==> config.mk <==
export PLATFORM = sky130hd
export DESIGN_NAME = lut_equiv_sweeper
export DESIGN_NICKNAME = d
export VERILOG_FILES = /design/src/rtl/lut_equiv_sweeper.sv
export SDC_FILE = /design/constraint.sdc
export NUM_CORES = 1
export LEC_CHECK = 0
export BUFFER_PORTS_ARGS = -buffer_cell sky130_fd_sc_hd__clkbuf_2
export CAP_MARGIN = 20
export CORE_ASPECT_RATIO = 2
export CORE_UTILIZATION = 45
export DETAILED_ROUTE_END_ITERATION = 8
export PLACE_DENSITY = 0.76
export SKIP_CTS_REPAIR_TIMING = 1
export SYNTH_ARGS = -nofsm -noshare
export SYNTH_HDL_FRONTEND = slang
export SYNTH_SLANG_ARGS = --single-unit
export TNS_END_PERCENT = 30
==> constraint.sdc <==
create_clock -name clk -period 2.7 [get_ports clk]
set_clock_uncertainty 0.1 [all_clocks]
set_input_delay 0.135 -clock clk [delete_from_list [all_inputs] [get_ports clk]]
set_output_delay 0.135 -clock clk [all_outputs]
set_load 0.01 [all_outputs]
==> src/rtl/lut_equiv_sweeper.sv <==
// ============================================================================
// lut_equiv_sweeper
// ----------------------------------------------------------------------------
// Sequential equivalence checker for two N_IN-input Boolean functions, each
// given as a truth-table LUT (bit m holds f(m), MSB of m is the first input).
// On start, both LUTs are captured. Then an input counter walks every
// minterm through a two-stage pipeline: stage 1 looks up the LUTs, and
// stage 2 registers the trace and compares. Mismatches are counted, and the
// first mismatching minterm is recorded.
//
// Handshake: start is a level sampled on a rising edge. It is honoured only
// in IDLE or DONE, and ignored while busy. done stays high and the results
// hold until the next honoured start. done drops on the edge that accepts it.
//
// Optional feature (macro LUT_EQUIV_STOP_ON_FAIL_EN):
//   When defined, the sweep stops on the edge that records the first mismatch.
//
// Ports:
//   clk        in   rising-edge clock
//   rst_n      in   asynchronous active-low reset
//   start      in   begin a sweep (IDLE/DONE only)
//   lut_a      in   truth table A, L = 2**N_IN bits
//   lut_b      in   truth table B, same encoding
//   busy       out  high in SWEEP and DRAIN
//   done       out  high while in DONE
//   equal      out  valid in DONE: no mismatch found
//   mism_cnt   out  number of mismatching minterms
//   first_idx  out  first mismatching minterm (0 if none)
//   first_vld  out  a mismatch has been recorded
//   cur_in     out  minterm currently in stage 2
//   out_a      out  stage-2 value of lut_a[cur_in]
//   out_b      out  stage-2 value of lut_b[cur_in]
//   dbg_state  out  FSM state (0 IDLE, 1 SWEEP, 2 DRAIN, 3 DONE)
// ============================================================================
module lut_equiv_sweeper #(
    parameter int N_IN  = 2,
    parameter int CNT_W = N_IN + 1
) (
    input  logic                   clk,
    input  logic                   rst_n,
    input  logic                   start,
    input  logic [(1<<N_IN)-1:0]   lut_a,
    input  logic [(1<<N_IN)-1:0]   lut_b,
    output logic                   busy,
    output logic                   done,
    output logic                   equal,
    output logic [CNT_W-1:0]       mism_cnt,
    output logic [N_IN-1:0]        first_idx,
    output logic                   first_vld,
    output logic [N_IN-1:0]        cur_in,
    output logic                   out_a,
    output logic                   out_b,
    output logic [1:0]             dbg_state
);

    localparam int L = 1 << N_IN;

    typedef enum logic [1:0] {
        S_IDLE  = 2'd0,
        S_SWEEP = 2'd1,
        S_DRAIN = 2'd2,
        S_DONE  = 2'd3
    } state_t;

    state_t             state_q;
    logic [N_IN-1:0]    idx_q;
    logic [L-1:0]       luta_q;
    logic [L-1:0]       lutb_q;

    // Stage 1 pipeline registers
    logic               v1_q;
    logic [N_IN-1:0]    i1_q;
    logic               a1_q;
    logic               b1_q;

    // Registered outputs
    logic               busy_q;
    logic               done_q;
    logic               equal_q;
    logic [CNT_W-1:0]   mism_cnt_q;
    logic [N_IN-1:0]    first_idx_q;
    logic               first_vld_q;
    logic [N_IN-1:0]    cur_in_q;
    logic               out_a_q;
    logic               out_b_q;

    // Stage-2 comparison results for the current edge
    logic               mism_hit;
    logic               first_hit;
    logic               stop_d;
    logic [CNT_W-1:0]   mism_cnt_d;

    always_comb begin
        mism_hit   = v1_q && (a1_q != b1_q);
        first_hit  = mism_hit && !first_vld_q;
        mism_cnt_d = mism_cnt_q + CNT_W'(mism_hit);
`ifdef LUT_EQUIV_STOP_ON_FAIL_EN
        stop_d     = first_hit;
`else
        stop_d     = 1'b0;
`endif
    end

    always_ff @(posedge clk or negedge rst_n) begin
        if (!rst_n) begin
            state_q     <= S_IDLE;
            idx_q       <= '0;
            luta_q      <= '0;
            lutb_q      <= '0;
            v1_q        <= 1'b0;
            i1_q        <= '0;
            a1_q        <= 1'b0;
            b1_q        <= 1'b0;
            busy_q      <= 1'b0;
            done_q      <= 1'b0;
            equal_q     <= 1'b0;
            mism_cnt_q  <= '0;
            first_idx_q <= '0;
            first_vld_q <= 1'b0;
            cur_in_q    <= '0;
            out_a_q     <= 1'b0;
            out_b_q     <= 1'b0;
        end else begin
            // Stage 2. v1 is only set in SWEEP/DRAIN, so this never collides
            // with the result clearing done on an accepted start.
            if (v1_q) begin
                cur_in_q   <= i1_q;
                out_a_q    <= a1_q;
                out_b_q    <= b1_q;
                mism_cnt_q <= mism_cnt_d;
                if (first_hit) begin
                    first_idx_q <= i1_q;
                    first_vld_q <= 1'b1;
                end
            end

            case (state_q)
                S_IDLE, S_DONE: begin
                    if (start) begin
                        luta_q      <= lut_a;
                        lutb_q      <= lut_b;
                        idx_q       <= '0;
                        mism_cnt_q  <= '0;
                        first_idx_q <= '0;
                        first_vld_q <= 1'b0;
                        busy_q      <= 1'b1;
                        done_q      <= 1'b0;
                        equal_q     <= 1'b0;
                        state_q     <= S_SWEEP;
                    end
                end
                S_SWEEP: begin
                    v1_q  <= 1'b1;
                    i1_q  <= idx_q;
                    a1_q  <= luta_q[idx_q];
                    b1_q  <= lutb_q[idx_q];
                    // Wraps to 0 after the last minterm; unused afterwards
                    idx_q <= idx_q + 1'b1;
                    if (idx_q == N_IN'(L - 1)) begin
                        state_q <= S_DRAIN;
                    end
                end
                S_DRAIN: begin
                    // The last minterm is compared on this edge, so equal
                    // uses the updated count.
                    v1_q    <= 1'b0;
                    busy_q  <= 1'b0;
                    done_q  <= 1'b1;
                    equal_q <= (mism_cnt_d == '0);
                    state_q <= S_DONE;
                end
                default: begin
                    state_q <= S_IDLE;
                end
            endcase

            // Early termination takes priority over normal sequencing
            if (stop_d) begin
                v1_q    <= 1'b0;
                busy_q  <= 1'b0;
                done_q  <= 1'b1;
                equal_q <= 1'b0;
                state_q <= S_DONE;
            end
        end
    end

    assign busy      = busy_q;
    assign done      = done_q;
    assign equal     = equal_q;
    assign mism_cnt  = mism_cnt_q;
    assign first_idx = first_idx_q;
    assign first_vld = first_vld_q;
    assign cur_in    = cur_in_q;
    assign out_a     = out_a_q;
    assign out_b     = out_b_q;
    assign dbg_state = state_q;

endmodule

* Yosys cells after proc, flatten, opt, wreduce, memory -nomap -nowiden
Cells that the tools add are included.
** Word-level totals
- Output and inout bits :: 15
- Flip-flop bits (word level) :: 30
- Logic and storage cells :: 66
- Input bits :: 11
** Cells by class
- Order comparisons :: 1
- Mux-type cells :: 26
- Equality and inequality tests :: 7
- Reduce and logical (&&, ||, !) cells :: 13
- Add/sub/neg operators :: 2
** Operators by type and width (count)
- two-way mux 2 bit :: 7
- two-way mux 3 bit :: 3
- two-way mux 1 bit :: 8
- case mux 1 bit (2 select lines) :: 4
- AND reduction 2 bit :: 4
- == test 2 bit (second input constant) :: 3
- case mux 2 bit (3 select lines) :: 1
- nonzero test 2 bit :: 3
- binary-select mux 1 bit (select 2 bit) :: 2
- inequality test 2 bit (second input constant) :: 2
- case mux 2 bit (2 select lines) :: 1
- adder 3 x 1 -> 3 bit :: 1
- logical NOT 3 bit :: 1
- < comparator 2 x 3 -> 1 bit (second input constant) :: 1
- adder 2 x 1 -> 2 bit (second input constant) :: 1
- == test 2 x 1 -> 1 bit (second input constant) :: 1
- logical AND 1 bit :: 2
- logical NOT 2 bit :: 1
- OR reduction 2 bit :: 1
- logical NOT 1 bit :: 1
- inequality test 1 bit :: 1

* Longest topological paths before layout
Gate-level depths: netlist (run 1).
- Depth in word-level cells :: 7
- Gate-level depth with buffers :: 8
- Mapped depth without buffers :: 7

* Worst setup path after synthesis (run 1)
OpenSTA, ideal clock, no wires.
- Kind :: flip-flop to flip-flop
- From :: register b1_q
- To :: register equal_q (netlist: equal)
- Stages on the path, launching flop included :: 8
- Buffers on the path :: 0
- Data arrival time :: 1632 ps
- Period minus slack after synthesis :: 1796 ps
- Required time :: 2536 ps
- Setup time :: 64 ps
- Setup slack :: 904 ps
- Cell sequence :: dfrtp_1 xnor2_1 nor2_1 ha_1 ha_1 xor2_1 nor4b_1 mux2_4
** On the way
- Longest elaborated chain between the ends :: 5
** RTL lines
- from (decl) :: RTL line 74 : logic b1_q;
- from (signal assigned) :: RTL line 156 : b1_q <= lutb_q[idx_q];
- inequality test 1 bit :: RTL line 94 : mism_hit = v1_q && (a1_q != b1_q);
- logical AND 1 bit :: RTL line 94
- adder 3 x 1 -> 3 bit :: RTL line 96 : mism_cnt_d = mism_cnt_q + CNT_W'(mism_hit);
- logical NOT 3 bit :: RTL line 169 : equal_q <= (mism_cnt_d == '0);
- case mux 1 bit (2 select lines) :: RTL line 137 : case (state_q)
- to (signal assigned) :: RTL line 169
- to (decl) :: RTL line 79 : logic equal_q;
No other way between the ends.
A chain may end at the register's enable or synchronous reset.

* Worst setup path in the final report (run 1)
- From :: register state_q[0] (netlist: dbg_state[0])
- To :: register luta_q[3]
** On the way
- Longest elaborated chain between the ends :: 3
- Elaborated cells on any way between the ends :: 4
- Those cells by class :: eq/ne (1); reduce/logical (3)
** RTL lines
- from (decl) :: RTL line 65 : state_t state_q;
- from (signal assigned) :: RTL line 106 : state_q <= S_IDLE;
- from (signal assigned) :: RTL line 149 : state_q <= S_SWEEP;
- from (signal assigned) :: RTL line 160 : state_q <= S_DRAIN;
- == test 2 bit / logical NOT 2 bit (equally long branches) :: RTL line 137
- OR reduction 2 bit (*) :: RTL line 137
- AND reduction 2 bit (no source line) (*)
- to (signal assigned) :: RTL line 140 : luta_q <= lut_a;
- to (decl) :: RTL line 67 : logic [L-1:0] luta_q;
Every way passes the cells marked *; elsewhere a longest branch is shown, timed or not.

==> reports/metrics.yaml, run 1 <==
yosys:
  syn_avg_cell_area_um2: 12.4
  synth_commonest_cells: "dfrtp_1, mux2_4, a21oi_1, mux2i_1"
  syn_nets: 133
  syn-cell-area_mm2: 0.00144
  synth_top_flop_cell: "dfrtp_1"
  yosys_warnings: 0
  synth.distinct_cells: 30
  synth_cells: 116
  synth_edf_count: 0
  yosysMostFrequentCell: "dfrtp_1"
  synth_top_area_cell: "dfrtp_1"
  synth_async_sr_flop_share_pct: 100
  synth_top_cell_area_share_pct: 52.1
  ys_ff_latch: 30
  ys_top_cells_by_area: "dfrtp_1, mux2_4, ha_1, mux2i_1, mux2_1"
  yosysSeqAreaShare_pct: 52.1
placed_design:
  pre_cts_ws_ns: 0.637
  place_congestion: 0.731
  place_inst: 165
  port_buffers: 25
  hpwl_um: 1820
clock_tree:
  h-tree-depth: 2
  clkSlewWorstSetupHoldPaths_ns: 0.07
  cts_root_buf: "clkbuf_8"
  clockBufferDepth: 2
  insertion_delay_ns: 0.28
  numCtsBuffers: 5
  cts_sinks: 30
  cts_tree: "yes"
critical_path:
  critPathKind: "flop to flop"
  path_max_fanout: 12
  r2r_start: "dbg_state[0]$_DFFE_PN0P_"
  cp-end-kind: "flop"
  start_kind: "flop"
  cp.arrival_ns: 2.13
  cp_data_required_time_ns: 2.77
  timing.rr.end: "luta_q[3]$_DFFE_PN0P_"
  crit_end: "luta_q[3]$_DFFE_PN0P_"
  reg2reg_depth: 4
  crit_start: "dbg_state[0]$_DFFE_PN0P_"
  r2r_slack_ns: 0.63
timing:
  fin_setup_tns_ns: 0
  finalCritPeriodShare_pct: 76.7
  max-slew-margin-rel_pct: 52.2
  setup_slack_ns: 0.630
  final-hold-violation-count: 0
  rsz0062_at_grt: "no"
  clock.fmax_mhz: 483
  worst_pin_slew_ns: 0.718
  finalSetupViolations: 0
  finalMaxSlewViolations: 0
  finalCriticalPeriod_ns: 2.07
layout:
  nNetsFinal: 168
  final-instance-count-excl-fill: 182
  n_antenna_cell: 0
  postLayoutCoreUtil_pct: 59.5
  fill_cells: 241
  area_growth_pct: 24.3
  drive_gt1_share_pct: 28.9
floorplan:
  initial_core_util_pct: 47.8
  pin_count: 26
  core_area_mm2: 0.00301
  die_w_um: 42.0
  rows: 28
  dieArea_mm2: 0.00345
  die_h_um: 82.0
grt:
  antenna_found_initial: 0
  grt_max_degree: 31
  grt_pass1_vias: 949
  overflow: 0
  gr-usage-all-layers_pct: 15.7
  grt_pass1_wl_um: 3970
detailed_routing:
  ant_nets: 0
  drc: 0
  drt_wl_total_um: 2510
  wl_per_cell_um: 13.8
  drtIter0Drc: 24
  num_vias: 994
  first_pass_iters: 4
  via_per_inst: 5.46
status:
  status: "complete, no violations"
flow_run:
  cap_violations: 0
power:
  p_leak_uw: 0.000922
  ir_worst_vdd_mv: 0.755
  pwr_density_cell_mw_per_mm2: 1290
worst_hold_path:
  hold_class: "input port to flop"
-- critical path, cell delays in order (launching register included) --
cell and delay, ns:
dfrtp_1 0.41, inv_1 0.06, ha_1 0.52, nand2_1 0.43, mux2_4 0.42
-- through the flow --
step	hold WS [ns]	instance area, um^2	total power, uW
floorplan	-0.261	1440	1530
global placement	0.116	1560	1710
detailed placement	0.132	1560	1750
CTS	-0.170	1700	2320
global route	0.148	1790	2450
finish	0.121	1790	2300
-- registers in the layout (all words and copies together) (netlist names), 2 cells and up --
register and count:
i1_q 2, first_idx 2, cur_in 2, dbg_state 2, idx_q 2, lutb_q 4
luta_q 4, mism_cnt 3
-- final cells by class --
type	instances	area, um^2	area share [%]
sequential	30	751	41.9
multi-input combinational	74	623	34.8
timing repair buffer	34	215	12.0
clock buffer	6	82.6	4.61
clock inverter	2	60.1	3.35
tap	30	37.5	2.09
inverter	6	22.5	1.26
-- cells in the final DEF, fill, tap and decap left out, drive strengths merged --
cell         count
bufinv           2
mux2            14
nor2b            2
nand2b           6
o21bai           1
mux2i            7
a21boi           2
o221ai           2
dfrtp           30
o21a             1
ha               6
a21o             1
clkbuf          31
nor2             2
a32o             1
a31oi            1
nor4b            1
o21ai            6
dlygate4sd3      9
a21oi            8
nand3            2
xor2             3
and2b            2
xnor2            1
nand2            5
inv              6
-- report_power, final --
part / internal, uW / total [uW] / switching, uW
Combinational: 474 / 911 / 437
Sequential: 658 / 834 / 176
Clock: 393 / 559 / 166
-- worst min path at each step --
stage | startpoint | endpoint | slack, ns | cells after the start
3_5_place_dp | rst_n | out_a$_DFFE_PN0P_ | 0.13 | 1
5_1_grt | start | mism_cnt[0]$_DFF_PN0_ | 0.15 | 2
6_report | start | mism_cnt[2]$_DFF_PN0_ | 0.12 | 2
3_3_place_gp | rst_n | cur_in[0]$_DFFE_PN0P_ | 0.12 | 1
4_1_cts | rst_n | out_a$_DFFE_PN0P_ | -0.17 | 1
2_1_floorplan | rst_n | a1_q$_DFFE_PN0P_ | -0.26 | 0
-- cells by family (layout without fill, tap and decap cells) --
group,Yosys count,count (layout),share of synthesized area [%]
fa+ha+maj,6,6,5.21
xor+xnor,4,4,2.43
simple gates,20,20,7.64
compound gates,23,23,10.1
buf+inv,12,48,4.69
mux,21,21,17.9
flops,30,30,52.1
-- routing by layer --
layer	share of wire (%)	vias up	global-route usage [%]
li1	-	469	-
met1	39	495	14.8
met2	56	22	29.5
met3	3.1	8	4.62
met4	2.3	0	8.44
met5	0	-	0
Power figures use the tool's default switching activity.
==> inputs of run 2 (changes only) <==
PLACE_DENSITY = 0.78   (was 0.76)
clock period = 1.8 ns   (was 2.7 ns; I/O delays follow)
==> run 2 against run 1 <==
Net effect:
- the flow now finishes with violations (setup timing)
- worst hold slack worse by 0.082 ns
- final cell count up 4.9%
- core utilization up 1.4 points
- via count unchanged
- flip-flop and latch count unchanged
- count of clock-buffer cells in the layout up 1
- routed wire length up 2.0%
- critical endpoint is now equal$_DFFE_PN0P_
- largest cell class unchanged
- highest routed layer unchanged
==> reports/metrics.yaml, run 2 (synthesis results as in run 1) <==
timing:
  finalMaxSlewViolations: 0  # unchanged
  finalCriticalPeriod_ns: 1.81  # -0.256 ns
  clock.fmax_mhz: 551  # +14%
  final-hold-violation-count: 0  # unchanged
  finalCritPeriodShare_pct: 101  # +24 points
  max-slew-margin-rel_pct: 52.1  # -0.090 points
  rsz0062_at_grt: "yes"
  holdWs_ns: 0.0385  # -0.0824 ns
  worst_pin_slew_ns: 0.719  # +0.00135 ns
  setup_slack_ns: -0.0136  # -0.644 ns
  finalSetupViolations: 1  # +1
clock_tree:
  numCtsBuffers: 5  # unchanged
  cts_tree: "yes"
  clockBufferDepth: 2  # unchanged
  insertion_delay_ns: 0.28  # about the same
  cts_root_buf: "clkbuf_8"
  clkSlewWorstSetupHoldPaths_ns: 0.06  # about the same
  cts_sinks: 30  # unchanged
  h-tree-depth: 2  # unchanged
layout:
  mostFrequentLayoutCells: "dfrtp_1, clkbuf_2, dlygate4sd3_1, buf_4, mux2_4"
  drive_gt1_share_pct: 34.8  # +5.8 points
  area_growth_pct: 27.2
  layout_commonest_cell: "dfrtp_1"
  nNetsFinal: 177  # +5.4%
  n_antenna_cell: 0  # unchanged
  postLayoutCoreUtil_pct: 60.8  # +1.4 points
power:
  p_leak_uw: 0.000941  # +2.1%
  pwr-share-seq_pct: 35.8  # -0.4 points
  p_switching_uw: 1210  # +55%
  total_power_uw: 3390  # +47%
  combPwrFrac_pct: 48.1  # +8.5 points
  ir_worst_vdd_mv: 1.08  # +43%
  pwr_density_cell_mw_per_mm2: 1850  # +44%
  p_int_uw: 2180  # +43%
  switching_share_pct: 35.7  # +1.9 points
  clockPowerShare_pct: 16.1  # -8.2 points
detailed_routing:
  first_pass_iters: 4  # unchanged
  num_vias: 994  # unchanged
  ant_nets: 0  # unchanged
  drt_wl_total_um: 2560  # +2.0%
  via_per_inst: 5.20  # -4.7%
  wl_per_cell_um: 13.4  # -2.8%
  drtIter0Drc: 13  # -46%
  drc: 0  # unchanged
flow_run:
  cap_violations: 0  # unchanged
critical_path:
  r2r_slack_ns: -0.01  # -0.64 ns
  critPathKind: "flop to flop"
  path_max_fanout: 2  # -10
  cp_cell_sequence: "xnor2_2 -> nor2_2 -> ha_2 -> ha_4 -> xor2_1 -> nor4b_1 -> mux2_4"
  slowest_stage: "dfrtp_1"
  cp_data_required_time_ns: 1.93  # -0.84 ns
  start_kind: "flop"
  reg2reg_depth: 7  # +3
  slowest_delay_ns: 0.41  # -0.11 ns
  timing.rr.end: "equal$_DFFE_PN0P_"
  cp-end-kind: "flop"
  r2r_start: "a1_q$_DFFE_PN0P_"
  cp.arrival_ns: 1.94  # -0.19 ns
floorplan:
  core_area_mm2: 0.00301  # unchanged
  pin_count: 26  # unchanged
  die_h_um: 82.0  # unchanged
  dieArea_mm2: 0.00345  # unchanged
  die_w_um: 42.0  # unchanged
  initial_core_util_pct: 47.8  # unchanged
  rows: 28  # unchanged
worst_hold_path:
  hold-path-endpoint: "mism_cnt[2]$_DFF_PN0_"
  hold-path-cell-count: 2  # unchanged
  min_from: "start"
  hold_class: "input port to flop"
placed_design:
  hpwl_um: 1830  # +0.44%
  pre_cts_ws_ns: -0.00221  # -0.640 ns
  place_congestion: 0.824  # +13%
  port_buffers: 25  # unchanged
status:
  status: "finished, violations left"
  violations: "setup timing"
grt:
  grt_pass1_wl_um: 4120  # +3.8%
  grt_pass1_vias: 950  # +0.11%
  gr-usage-all-layers_pct: 16.6  # +0.91 points
  grt_max_degree: 31  # unchanged
  overflow: 0  # unchanged
  antenna_found_initial: 0  # unchanged
run 2: final cells by class:
type / count / area [um^2]
clock buffers: 7 / 86.3
clock inverters: 1 / 5.00
fillers: 248 / 1180
inverters: 6 / 22.5
multi-input cells: 74 / 648
flip-flops and latches: 30 / 751
well taps: 30 / 37.5
repair buffers: 43 / 283
run 2: power by group through the flow:
stage | Clock, uW | Sequential, uW | Combinational (uW)
after floorplan | 0 | 1230 | 1060
after global placement | 0 | 1190 | 1520
after detailed placement | 0 | 1210 | 1570
after CTS | 567 | 1210 | 1580
after global routing | 605 | 1250 | 1800
final | 546 | 1210 | 1630
run 2: worst max-delay path by stage:
stage / from / to / cells past startpoint
after detailed placement: b1_q$_DFFE_PN0P_ / equal$_DFFE_PN0P_ / 7
after CTS: b1_q$_DFFE_PN0P_ / equal$_DFFE_PN0P_ / 7
final: a1_q$_DFFE_PN0P_ / equal$_DFFE_PN0P_ / 7
after floorplan: b1_q$_DFFE_PN0P_ / equal$_DFFE_PN0P_ / 7
after global placement: b1_q$_DFFE_PN0P_ / equal$_DFFE_PN0P_ / 7
after global routing: a1_q$_DFFE_PN0P_ / equal$_DFFE_PN0P_ / 7
run 2: metal layers:
metal  part of all wire [%]  vias to the layer above  GRT usage [%]
li1                       -                      489              -
met1                     38                      483           15.8
met2                     56                       17           29.2
met3                    4.0                        5           6.59
met4                    2.5                        0           10.3
met5                      0                        -              0
run 2: stage by stage:
step | setup TNS [ns] | area (um^2) | instances
final | -0.0136 | 1830 | 191
after global routing | -0.0817 | 1830 | 191
after CTS | -0.0174 | 1720 | 182
after detailed placement | -0.00221 | 1630 | 174
after global placement | 0 | 1630 | 174
after floorplan | 0 | 1440 | 116
run 2: critical path, delay by kind of cell (launching register included):
| kind | cells | cell delay (ns) |
|---|---|---|
| and+or+nand+nor | 2 | 0.37 |
| xor gates and xnor gates | 2 | 0.35 |
| adders and majority gates | 2 | 0.35 |
| DFF | 1 | 0.41 |
| muxes | 1 | 0.19 |
==> inputs of run 3 (changes only) <==
CTS_BUF_LIST = sky130_fd_sc_hd__clkbuf_4   (was unset)
==> run 3 against run 2 <==
Net effect:
- the run still ends with setup timing left
- critical path depth unchanged
- non-clock buffer count up 1
- cell area down 1.5%
- via count up 1.3%
- register-to-register slack about the same
- global-route usage down 0.37 points
- core utilization down 0.91 points
- first-iteration DRC count up 54%
- power down 4.8%
==> reports/metrics.yaml, run 3 (synthesis results as in run 1) <==
timing:
  finalMaxSlewViolations: 0  # unchanged
  setup_slack_ns: -0.0284  # -0.0147 ns
  finalSetupViolations: 1  # unchanged
  max-slew-margin-rel_pct: 52.3  # +0.18 points
  finalCritPeriodShare_pct: 102  # +0.82 points
  rsz0062_at_grt: "yes"
  final-hold-violation-count: 0  # unchanged
  finalCriticalPeriod_ns: 1.83  # +0.0147 ns
  clock.fmax_mhz: 547  # -0.81%
  worst_pin_slew_ns: 0.716  # -0.00276 ns
  fin_setup_tns_ns: -0.0284  # -0.0147 ns
power:
  p_int_uw: 2030  # -6.8%
  clockPowerShare_pct: 11.7  # -4.4 points
  ir_worst_vdd_mv: 0.875  # -19%
  p_leak_uw: 0.000930  # -1.2%
  combPwrFrac_pct: 50.5  # +2.4 points
  switching_share_pct: 37.0  # +1.3 points
  total_power_uw: 3220  # -4.8%
  p_switching_uw: 1190  # -1.3%
  pwr_density_cell_mw_per_mm2: 1790  # -3.4%
  pwr-share-seq_pct: 37.8  # +2.0 points
floorplan:
  initial_core_util_pct: 47.8  # unchanged
  core_area_mm2: 0.00301  # unchanged
  die_w_um: 42.0  # unchanged
  pin_count: 26  # unchanged
  rows: 28  # unchanged
  die_h_um: 82.0  # unchanged
  dieArea_mm2: 0.00345  # unchanged
layout:
  area_growth_pct: 25.3
  nNetsFinal: 178  # +0.56%
  mostFrequentLayoutCells: "dfrtp_1, clkbuf_2, dlygate4sd3_1"
  final_cell_area_mm2: 0.00181  # -1.5%
  postLayoutCoreUtil_pct: 59.9  # -0.91 points
  n_antenna_cell: 0  # unchanged
  layout_commonest_cell: "dfrtp_1"
  final-instance-count-excl-fill: 192  # +0.52%
  drive_gt1_share_pct: 34.6  # -0.21 points
placed_design:
  place_inst: 174  # unchanged
  hpwl_um: 1830  # unchanged
  placed_area_mm2: 0.00163  # unchanged
  port_buffers: 25  # unchanged
  place_congestion: 0.824  # unchanged
grt:
  overflow: 0  # unchanged
  grt_max_degree: 31  # unchanged
  gr-usage-all-layers_pct: 16.2  # -0.37 points
  grt_pass1_vias: 947  # -0.32%
  antenna_found_initial: 0  # unchanged
  grt_pass1_wl_um: 4080  # -0.85%
detailed_routing:
  first_pass_iters: 2  # -2
  drtIter0Drc: 20  # +7
  drc: 0  # unchanged
  drt_wl_total_um: 2580  # +0.59%
  num_vias: 1007  # +1.3%
  via_per_inst: 5.24  # +0.78%
  wl_per_cell_um: 13.4  # about the same
  ant_nets: 0  # unchanged
critical_path:
  cp.arrival_ns: 2.00  # +0.06 ns
  path_max_fanout: 2  # unchanged
  cp_num_buf_inv: 0  # unchanged
  r2r_slack_ns: -0.03  # about the same
  critPathKind: "flop to flop"
  cp_cell_sequence: "xnor2_2 -> nor2_2 -> ha_2 -> ha_4 -> xor2_1 -> nor4b_1 -> mux2_4"
  crit_family: "flip-flops"
  slowest_delay_ns: 0.42  # about the same
  slowest_stage: "dfrtp_1"
  start_kind: "flop"
  cp-end-kind: "flop"
  cp_data_required_time_ns: 1.97  # +0.04 ns
clock_tree:
  clockBufferDepth: 2  # unchanged
  insertion_delay_ns: 0.33  # +0.05 ns
  cts_tree: "yes"
  cts_sinks: 30  # unchanged
  h-tree-depth: 2  # unchanged
  clkSlewWorstSetupHoldPaths_ns: 0.09  # +0.03 ns
  numCtsBuffers: 5  # unchanged
  cts_root_buf: "clkbuf_4"
worst_hold_path:
  hold_class: "input port to async pin"
status:
  violations: "setup timing"
  status: "finished, violations left"
flow_run:
  cap_violations: 0  # unchanged
[run 3: worst reg2reg max path, cell delays in order (launching register included)]
cell and delay [ns]:
dfrtp_1 0.42, xnor2_2 0.21, nor2_2 0.07, ha_2 0.19, ha_4 0.16, xor2_1 0.15
nor4b_1 0.29, mux2_4 0.19
[run 3: power by group through the flow]
| stage | clock network [uW] | registers (uW) | logic (uW) |
|---|---|---|---|
| final | 378 | 1220 | 1630 |
| after detailed placement | 0 | 1210 | 1570 |
| after floorplan | 0 | 1230 | 1060 |
| after global routing | 433 | 1250 | 1790 |
| after global placement | 0 | 1190 | 1520 |
| after CTS | 397 | 1200 | 1580 |
[run 3: cell type report]
class | instances | area, um^2
Inverter | 6 | 22.5
Multi-Input combinational cell | 74 | 648
Clock buffer | 6 | 45.0
Tap cell | 30 | 37.5
Clock inverter | 2 | 8.76
Sequential cell | 30 | 751
Timing Repair Buffer | 44 | 293
Fill cell | 246 | 1210
[run 3: routing by layer]
metal / track usage, % / vias to the layer above / wire length [um]
met3: 5.27 / 4 / 88
met4: 10.3 / 0 / 55
met1: 15.6 / 493 / 1030
met5: 0 / - / 0
met2: 29.1 / 18 / 1410
li1: - / 492 / -
[run 3: path summary, 6_finish.rpt]
kind | start | end | cells past startpoint
worst min-delay path | rst_n | luta_q[2]$_DFFE_PN0P_ | 2
max in group asynchronous | rst_n | busy$_DFFE_PN0P_ | 2
min in group clk | cur_in[1]$_DFFE_PN0P_ | cur_in[1]$_DFFE_PN0P_ | 1
worst max register to register | a1_q$_DFFE_PN0P_ | equal$_DFFE_PN0P_ | 7
worst max-delay path | a1_q$_DFFE_PN0P_ | equal$_DFFE_PN0P_ | 7
worst min register to register | cur_in[1]$_DFFE_PN0P_ | cur_in[1]$_DFFE_PN0P_ | 1
[run 3: stage by stage]
stage	hold slack, ns	setup slack [ns]
finish	0.238	-0.0284
global route	0.291	-0.0857
CTS	-0.286	-0.0206
detailed placement	0.0783	-0.00221
global placement	0.0690	0.0219
floorplan	-0.306	0.00364
